`src/rtl/button_event_decoder.sv`:
```
// Button gesture classifier: turns a debounced level into one-cycle
// short / double / long / repeat pulses plus a long-hold level.
//
// Ports:
//   clk      in   rising-edge clock
//   rst      in   synchronous active-high reset
//   in       in   debounced button level (1 = pressed)
//   en       in   enable; 0 forces IDLE and silences all outputs
//   short_p  out  single short press confirmed (one cycle)
//   double_p out  second press released (one cycle)
//   long_p   out  press exceeded LONG_CYC (one cycle)
//   repeat_p out  every REPEAT_CYC while long-held (one cycle)
//   held     out  high while in the long-hold state
module button_event_decoder #(
    parameter int CNT_W      = 25,
    parameter int LONG_CYC   = 25_000_000,
    parameter int DBL_CYC    = 12_500_000,
    parameter int REPEAT_CYC = 5_000_000
) (
    input  logic clk,
    input  logic rst,
    input  logic in,
    input  logic en,
    output logic short_p,
    output logic double_p,
    output logic long_p,
    output logic repeat_p,
    output logic held
);

    typedef enum logic [2:0] {
        IDLE,
        PRESS1,
        WAIT2,
        PRESS2,
        LONG
    } state_t;

    localparam logic [CNT_W-1:0] LONG_T = CNT_W'(LONG_CYC - 1);
    localparam logic [CNT_W-1:0] DBL_T  = CNT_W'(DBL_CYC - 1);
    localparam logic [CNT_W-1:0] REP_T  = CNT_W'(REPEAT_CYC - 1);

    state_t           state_q, state_d;
    logic [CNT_W-1:0] cnt_q, cnt_d;
    logic             in_d_q;
    logic             short_q, short_d;
    logic             double_q, double_d;
    logic             long_q, long_d;
    logic             repeat_q, repeat_d;
    logic             held_q, held_d;

    logic rise, fall;

    assign rise = in & ~in_d_q;
    assign fall = ~in & in_d_q;

    always_comb begin
        state_d  = state_q;
        cnt_d    = cnt_q;
        short_d  = 1'b0;
        double_d = 1'b0;
        long_d   = 1'b0;
        repeat_d = 1'b0;

        unique case (state_q)
            IDLE: begin
                if (rise) state_d = PRESS1;
            end
            PRESS1: begin
                // A release on the terminal cycle still counts as short.
                if (fall) begin
                    state_d = WAIT2;
                end else if (cnt_q == LONG_T) begin
                    state_d = LONG;
                    long_d  = 1'b1;
                end
            end
            WAIT2: begin
                // A second press on the terminal cycle still counts as double.
                if (rise) begin
                    state_d = PRESS2;
                end else if (cnt_q == DBL_T) begin
                    state_d = IDLE;
                    short_d = 1'b1;
                end
            end
            PRESS2: begin
                if (fall) begin
                    state_d  = IDLE;
                    double_d = 1'b1;
                end
            end
            LONG: begin
                if (fall) begin
                    state_d = IDLE;
                end else if (cnt_q == REP_T) begin
                    repeat_d = 1'b1;
                end
            end
            default: state_d = IDLE;
        endcase

        // Counter only runs in timed states, so it can never wrap.
        if (state_d != state_q || repeat_d) begin
            cnt_d = '0;
        end else if (state_q == PRESS1 || state_q == WAIT2 ||
                     state_q == LONG) begin
            cnt_d = cnt_q + 1'b1;
        end

        if (!en) begin
            state_d  = IDLE;
            cnt_d    = '0;
            short_d  = 1'b0;
            double_d = 1'b0;
            long_d   = 1'b0;
            repeat_d = 1'b0;
        end

        held_d = (state_d == LONG);
    end

    always_ff @(posedge clk) begin
        if (rst) begin
            state_q  <= IDLE;
            cnt_q    <= '0;
            // Treat the line as already high so a held button is ignored.
            in_d_q   <= 1'b1;
            short_q  <= 1'b0;
            double_q <= 1'b0;
            long_q   <= 1'b0;
            repeat_q <= 1'b0;
            held_q   <= 1'b0;
        end else begin
            state_q  <= state_d;
            cnt_q    <= cnt_d;
            in_d_q   <= in;
            short_q  <= short_d;
            double_q <= double_d;
            long_q   <= long_d;
            repeat_q <= repeat_d;
            held_q   <= held_d;
        end
    end

    assign short_p  = short_q;
    assign double_p = double_q;
    assign long_p   = long_q;
    assign repeat_p = repeat_q;
    assign held     = held_q;

endmodule
```
`config.mk`:
```
export PLATFORM = sky130hd
export DESIGN_NAME = button_event_decoder
export DESIGN_NICKNAME = d
export VERILOG_FILES = /design/src/rtl/button_event_decoder.sv
export SDC_FILE = /design/constraint.sdc
export NUM_CORES = 1
export LEC_CHECK = 0
export BUFFER_PORTS_ARGS = -buffer_cell sky130_fd_sc_hd__buf_2
export CAP_MARGIN = 20
export CORE_ASPECT_RATIO = 0.9
export CORE_MARGIN = 1
export CORE_UTILIZATION = 37
export CTS_BUF_LIST = sky130_fd_sc_hd__clkbuf_4 sky130_fd_sc_hd__clkbuf_8 sky130_fd_sc_hd__clkbuf_16
export DETAILED_ROUTE_END_ITERATION = 8
export PLACE_DENSITY_LB_ADDON = 0.05
export SLEW_MARGIN = 20
export SYNTH_ARGS = -nofsm -noshare
export SYNTH_HDL_FRONTEND = slang
export SYNTH_SLANG_ARGS = --single-unit
```
`constraint.sdc`:
```
create_clock -name clk -period 2.6 [get_ports clk]
set_input_delay 0.52 -clock clk [delete_from_list [all_inputs] [get_ports clk]]
set_output_delay 0.52 -clock clk [all_outputs]
set_load 0.03 [all_outputs]
```
==> results of run 1 <==
## flip-flops by register name, indices dropped and copies added (netlist names)
signal / count
cnt_q: 25
state_q: 3
double_p: 1
held: 1
in_d_q: 1
long_p: 1
repeat_p: 1
short_p: 1
## placed cells by master (no fill, tap or decap), drive strengths merged, types with 4 or more instances in the layout
cell type / Yosys / final
nor3: 7 / 7
inv: 5 / 5
nor4b: 4 / 4
o21ai: 4 / 4
clkbuf: 3 / 5
xor2: 15 / 15
and2: 4 / 4
buf: 3 / 9
nor2: 33 / 33
nand4: 4 / 4
dfxtp: 34 / 34
nand3: 15 / 15
xnor2: 10 / 10
nand2: 12 / 12
nor4: 4 / 4
## critical path, delay by kind of cell, from the launching register on
family | cells | cell delay (ns)
flops | 1 | 0.43
simple gates | 5 | 1.38
compound gates | 1 | 0.21
## how the worst max path moves through the flow
stage / cells after the start / slack (ns) / endpoint
finish: 6 / 0.44 / cnt_q[3]
global placement: 6 / 0.45 / cnt_q[3]
CTS: 6 / 0.41 / cnt_q[3]
global route: 6 / 0.23 / cnt_q[10]
floorplan: 7 / 0.73 / cnt_q[23]
detailed placement: 6 / 0.42 / cnt_q[12]
## layer usage
layer | part of all wire | vias up | track usage
met5 | 0 | - | 0
met4 | 0.013 | 0 | 0.07452
met3 | 0.037 | 5 | 0.04268
met2 | 0.42 | 23 | 0.2361
met1 | 0.53 | 602 | 0.2341
li1 | - | 699 | -
## stage by stage
stage               setup WS (ns)  instances  total power, mW
floorplan                  0.7295        195           0.5530
global placement           0.4465        258           0.5583
detailed placement         0.4243        258           0.5592
CTS                        0.4149        265           0.9182
global route               0.2318        265           0.9548
finish                     0.4425        265           0.9084
## cell usage after synthesis, types with 3 or more instances
library cell,instances,area share
nand3_1,14,0.041
nor2_1,32,0.071
o21ai_0,4,0.012
nand4_1,4,0.015
nor4_1,4,0.015
nand2_1,12,0.027
nand2b_1,3,0.011
nor4b_1,4,0.021
dfxtp_1,34,0.40
xnor2_1,10,0.052
and4_1,3,0.016
xor2_1,15,0.078
nor3_1,5,0.015
and2_1,4,0.015
inv_1,5,0.011
a21oi_1,3,0.0089
nor4bb_1,3,0.018
## power by group
| group | internal [mW] | switching [mW] |
|---|---|---|
| logic | 0.00748 | 0.0162 |
| clock network | 0.179 | 0.182 |
| registers | 0.522 | 0.00154 |
## kinds of logic (layout without fill, tap and decap cells)
group / count (synthesis) / in the layout
muxes: 2 / 2
adders and majority gates: 1 / 1
DFF: 34 / 34
AOI/OAI and AO/OA: 15 / 15
and+or+nand+nor: 107 / 107
xor gates and xnor gates: 25 / 25
buffers and inverters: 11 / 21
## cell type report
class                           instances  area [um2]
Clock buffer                            5       68.82
Fill cell                             440        2382
Timing Repair Buffer                    9       47.55
Multi-Input combinational cell        150       955.9
Tap cell                               60       75.07
Clock inverter                          2       10.01
Sequential cell                        34       680.7
Inverter                                5       18.77
==> run metrics, run 1 <==
die width=73.33 um; Worst Skew=0.005180 ns; CP endpoint kind=flip-flop; IO Count=9; root buf cell=clkbuf_8; final instance area=1857 um2; CP Class=reg -> reg; crit path DAT=2.32 ns; Worst slew margin=0.6115; Tmin final=2.157 ns; XOR/XNOR Fraction of Synth Area=0.1292; H-tree Lvls=2; Fin Hold WS=0.4277 ns; Final Setup Violations=0; Post-synth top flop=dfxtp_1; grt total ovfl=0; Slew @ Worst Pin=0.5746 ns; Via-to-Cell Ratio=5.015; Leak=0.5994 nW; die height=66.20 um; GRT Resource Usage Total=0.1663; largest family of logic cells by synthesized area=simple AND/OR/NAND/NOR gates; synth-to-layout area growth=9.601%; vias=1329; slowest cell on the critical path=or4_1; DRC Markers=0; DR pass1 iterations=4; Async S/R FF share, synth=0; FF-to-FF End=cnt_q[3]; mux cell area share after synthesis=0.01182; required time of the critical path=2.77 ns; ANT cells=0; Post-CTS Setup Inserts=0; initial antenna violation count=0; sequential area share after synthesis=0.4018; DR iter-0 viols=113; CP max FO=15; TritonCTS clock tree=done; clock slew at the register clock pins of the worst setup and hold paths=0.07 ns; drt wl/cell=13.16 um; R2R Setup Slk=0.44 ns; Final Hold Vio Count=0; Placement Rows=22; CTS Buf Count=5; Power per Cell Area=489.2 nW/um2; total of max-cap violations=0; Area after DPL=1778 um2; WL final=3488 um; worst skew pair latency=0.28 ns; total clock sinks=34; Yosys cell types=42; PortBufs=8; slowest stage delay, CP=0.46 ns; hold path depth=2; synthesized area per cell=8.688 um2; WHS Endpoint=in_d_q; worst-case clock buffer depth=2; ANT nets after route=0; layout cell share with drive strength beyond 1=0.1220; initial core utilization=0.3996; Layout Nets=210; worst setup path start=state_q[0]; Synth Net Count=200; RSZ-0062 raised after global routing=false; Synth Instances=195; Post-synth EDFFs=0; total die area=4854 um2; vias in the first global route=1257; Synth warnings=0; Setup TNS Final=0 ns; max-slew violation count=0; floorplan core area=4239 um2; PostCTS Resize Cnt=0; simple-gate share of the synthesized area=0.3516; #FFs+latches synth=34; Setup crit start kind=flip-flop; Reg2Reg Depth=6; post-synthesis adder-cell area fraction=0.007386; hold path start=rst; largest net degree at the start of global routing=16; DP HPWL=2574 um; first-pass GRT wire length=5892 um; Worst VDD drop=0.0002085 V; status=completed; worst-path cell chain=or3_1 -> or4_1 -> o31ai_1 -> nand3_1 -> nand3_2 -> nor2_1; FMAX=463.5 MHz; CTS hold repair buffers=0; Final period util=0.8298; Tightest Hold Check Type=in -> reg; post-synthesis compound-gate area fraction=0.06425; RD Place Congestion=0.8836; Synth Cell Area=1694 um2; end-of-flow core utilization=0.4380; r2r startpoint=state_q[0]
No activity file was read; power rests on OpenSTA's default activity.
==> inputs of run 2 (changes only) <==
clock period = 2.1 ns   (was 2.6 ns; I/O delays follow)
==> run metrics, run 2 (synthesized netlist as in run 1, its figures left out) <==
worst skew pair latency=0.29 ns (about the same); commonest non-fill, non-tap cell in the layout=dfxtp_1; total of max-cap violations=0 (unchanged); Tmin final=2.002 ns (-0.1554 ns); end-of-flow core utilization=0.4852 (+0.04723); Power Total=1.296 mW (+43%); Worst VDD drop=0.0003844 V (+84%); drt wl/cell=13.35 um (+1.5%); Final period util=0.9534 (+0.1236); required time of the critical path=2.27 ns (-0.50 ns); Worst slew margin=0.7290 (+0.1174); DR pass1 iterations=4 (unchanged); IO Count=9 (unchanged); hold path depth=2 (unchanged); CP endpoint kind=flip-flop; CP max FO=15 (unchanged); FMAX=499.5 MHz (+7.8%); ANT nets after route=0 (unchanged); Post-CTS Setup Inserts=0 (unchanged); DP HPWL=2902 um (+13%); Final Hold Vio Count=0 (unchanged); Layout Nets=227 (+8.1%); # placed instances=275 (+6.6%); Power per Cell Area=630.1 nW/um2 (+29%); WL final=3779 um (+8.3%); vias in the first global route=1353 (+7.6%); Via-to-Cell Ratio=5.074 (+1.2%); RSZ-0062 raised after global routing=true; die width=73.33 um (unchanged); total die area=4854 um2 (unchanged); total clock sinks=34 (unchanged); GRT Resource Usage Total=0.1776 (+0.01129); Placement Rows=22 (unchanged); biggest regs=cnt_q (25), state_q (3); die height=66.20 um (unchanged); Reg2Reg Depth=6 (unchanged); largest net degree at the start of global routing=16 (unchanged); Final Setup Violations=0 (unchanged); Leak=0.7014 nW (+17%); Area after DPL=1906 um2 (+7.2%); Post-Layout Cell Count=283 (+6.8%); floorplan core area=4239 um2 (unchanged); Setup crit start kind=flip-flop; crit path DAT=2.17 ns (-0.15 ns); layout cell share with drive strength beyond 1=0.2197 (+0.09778); grt total ovfl=0 (unchanged); Tightest Hold Check Type=in -> reg; CP Class=reg -> reg; root buf cell=clkbuf_8; most frequent cells in the layout=dfxtp_1, nor2_1, buf_4; PortBufs=8 (unchanged); ANT cells=0 (unchanged); RD Place Congestion=0.8056 (-8.8%); DR iter-0 viols=52 (-54%); max reg flops=25 (unchanged); Biggest register=cnt_q; synth-to-layout area growth=21.42%; Worst Skew=0.007775 ns (+0.002595 ns); worst-case clock buffer depth=2 (unchanged); first-pass GRT wire length=6403 um (+8.7%); vias=1436 (+8.1%); H-tree Lvls=2 (unchanged); clock slew at the register clock pins of the worst setup and hold paths=0.07 ns (about the same); final instance area=2057 um2 (+11%); initial antenna violation count=0 (unchanged); Slew @ Worst Pin=0.4023 ns (-0.1723 ns); DRC Markers=0 (unchanged); max-slew violation count=0 (unchanged); initial core utilization=0.3996 (unchanged); TritonCTS clock tree=done; status=completed; Fin Hold WS=0.3375 ns (-0.09018 ns); CTS Buf Count=5 (unchanged)
## run 2: cell types whose count changed in the layout (fill, tap and decap cells not counted), moves of 2 or more
| cell | delta |
|---|---|
| buf_4 | +17 |
| clkinv_2 | -2 |
| nor4b_1 | -2 |
| nor4b_2 | +2 |
## run 2: area by class of cell
cell class	count	area (um2)
inverters	5	18.77
clock inverters	2	37.54
clock buffers	6	76.32
repair buffers	26	175.2
well taps	60	75.07
flip-flops and latches	34	681.9
multi-input cells	150	992.2
fillers	429	2182
## run 2: worst paths after layout
kind,from,end,slack [ns]
max,cnt_q[16],cnt_q[0],0.1
min,rst,in_d_q,0.34
max reg2reg,cnt_q[16],cnt_q[0],0.1
min reg2reg,cnt_q[1],cnt_q[1],0.53
## run 2: repair_timing
action | 4_1_cts | 5_1_grt
hold buffers | 0 | 0
hold endpoints to repair | 0 | 0
resized for setup | 0 | 7
setup endpoints to repair | 0 | 20
## run 2: power breakdown
part	switching, mW	internal (mW)	leakage, nW
registers	0.00127	0.646	0.275
logic	0.0243	0.0147	0.372
clock network	0.243	0.367	0.0548
## run 2: metrics by stage
| step | TNS (ns) | worst slack [ns] |
|---|---|---|
| floorplan | 0 | 0.2295 |
| global placement | 0 | 0.1268 |
| detailed placement | 0 | 0.03213 |
| CTS | 0 | 0.02032 |
| global route | -0.004624 | -0.004624 |
| finish | 0 | 0.09788 |
## run 2: metal layers
layer / wire [um] / GRT usage
met2: 1655 / 0.2708
met3: 93 / 0.04116
met5: 0 / 0
met1: 2006 / 0.2460
met4: 24 / 0.05769
## run 2: critical path, cell delays in order, from the launching register on
cell and delay [ns]:
dfxtp_1 0.36, or3_1 0.41, or4_1 0.47, o31ai_2 0.20
nand3_1 0.17, nand3_4 0.20, nor2_1 0.07
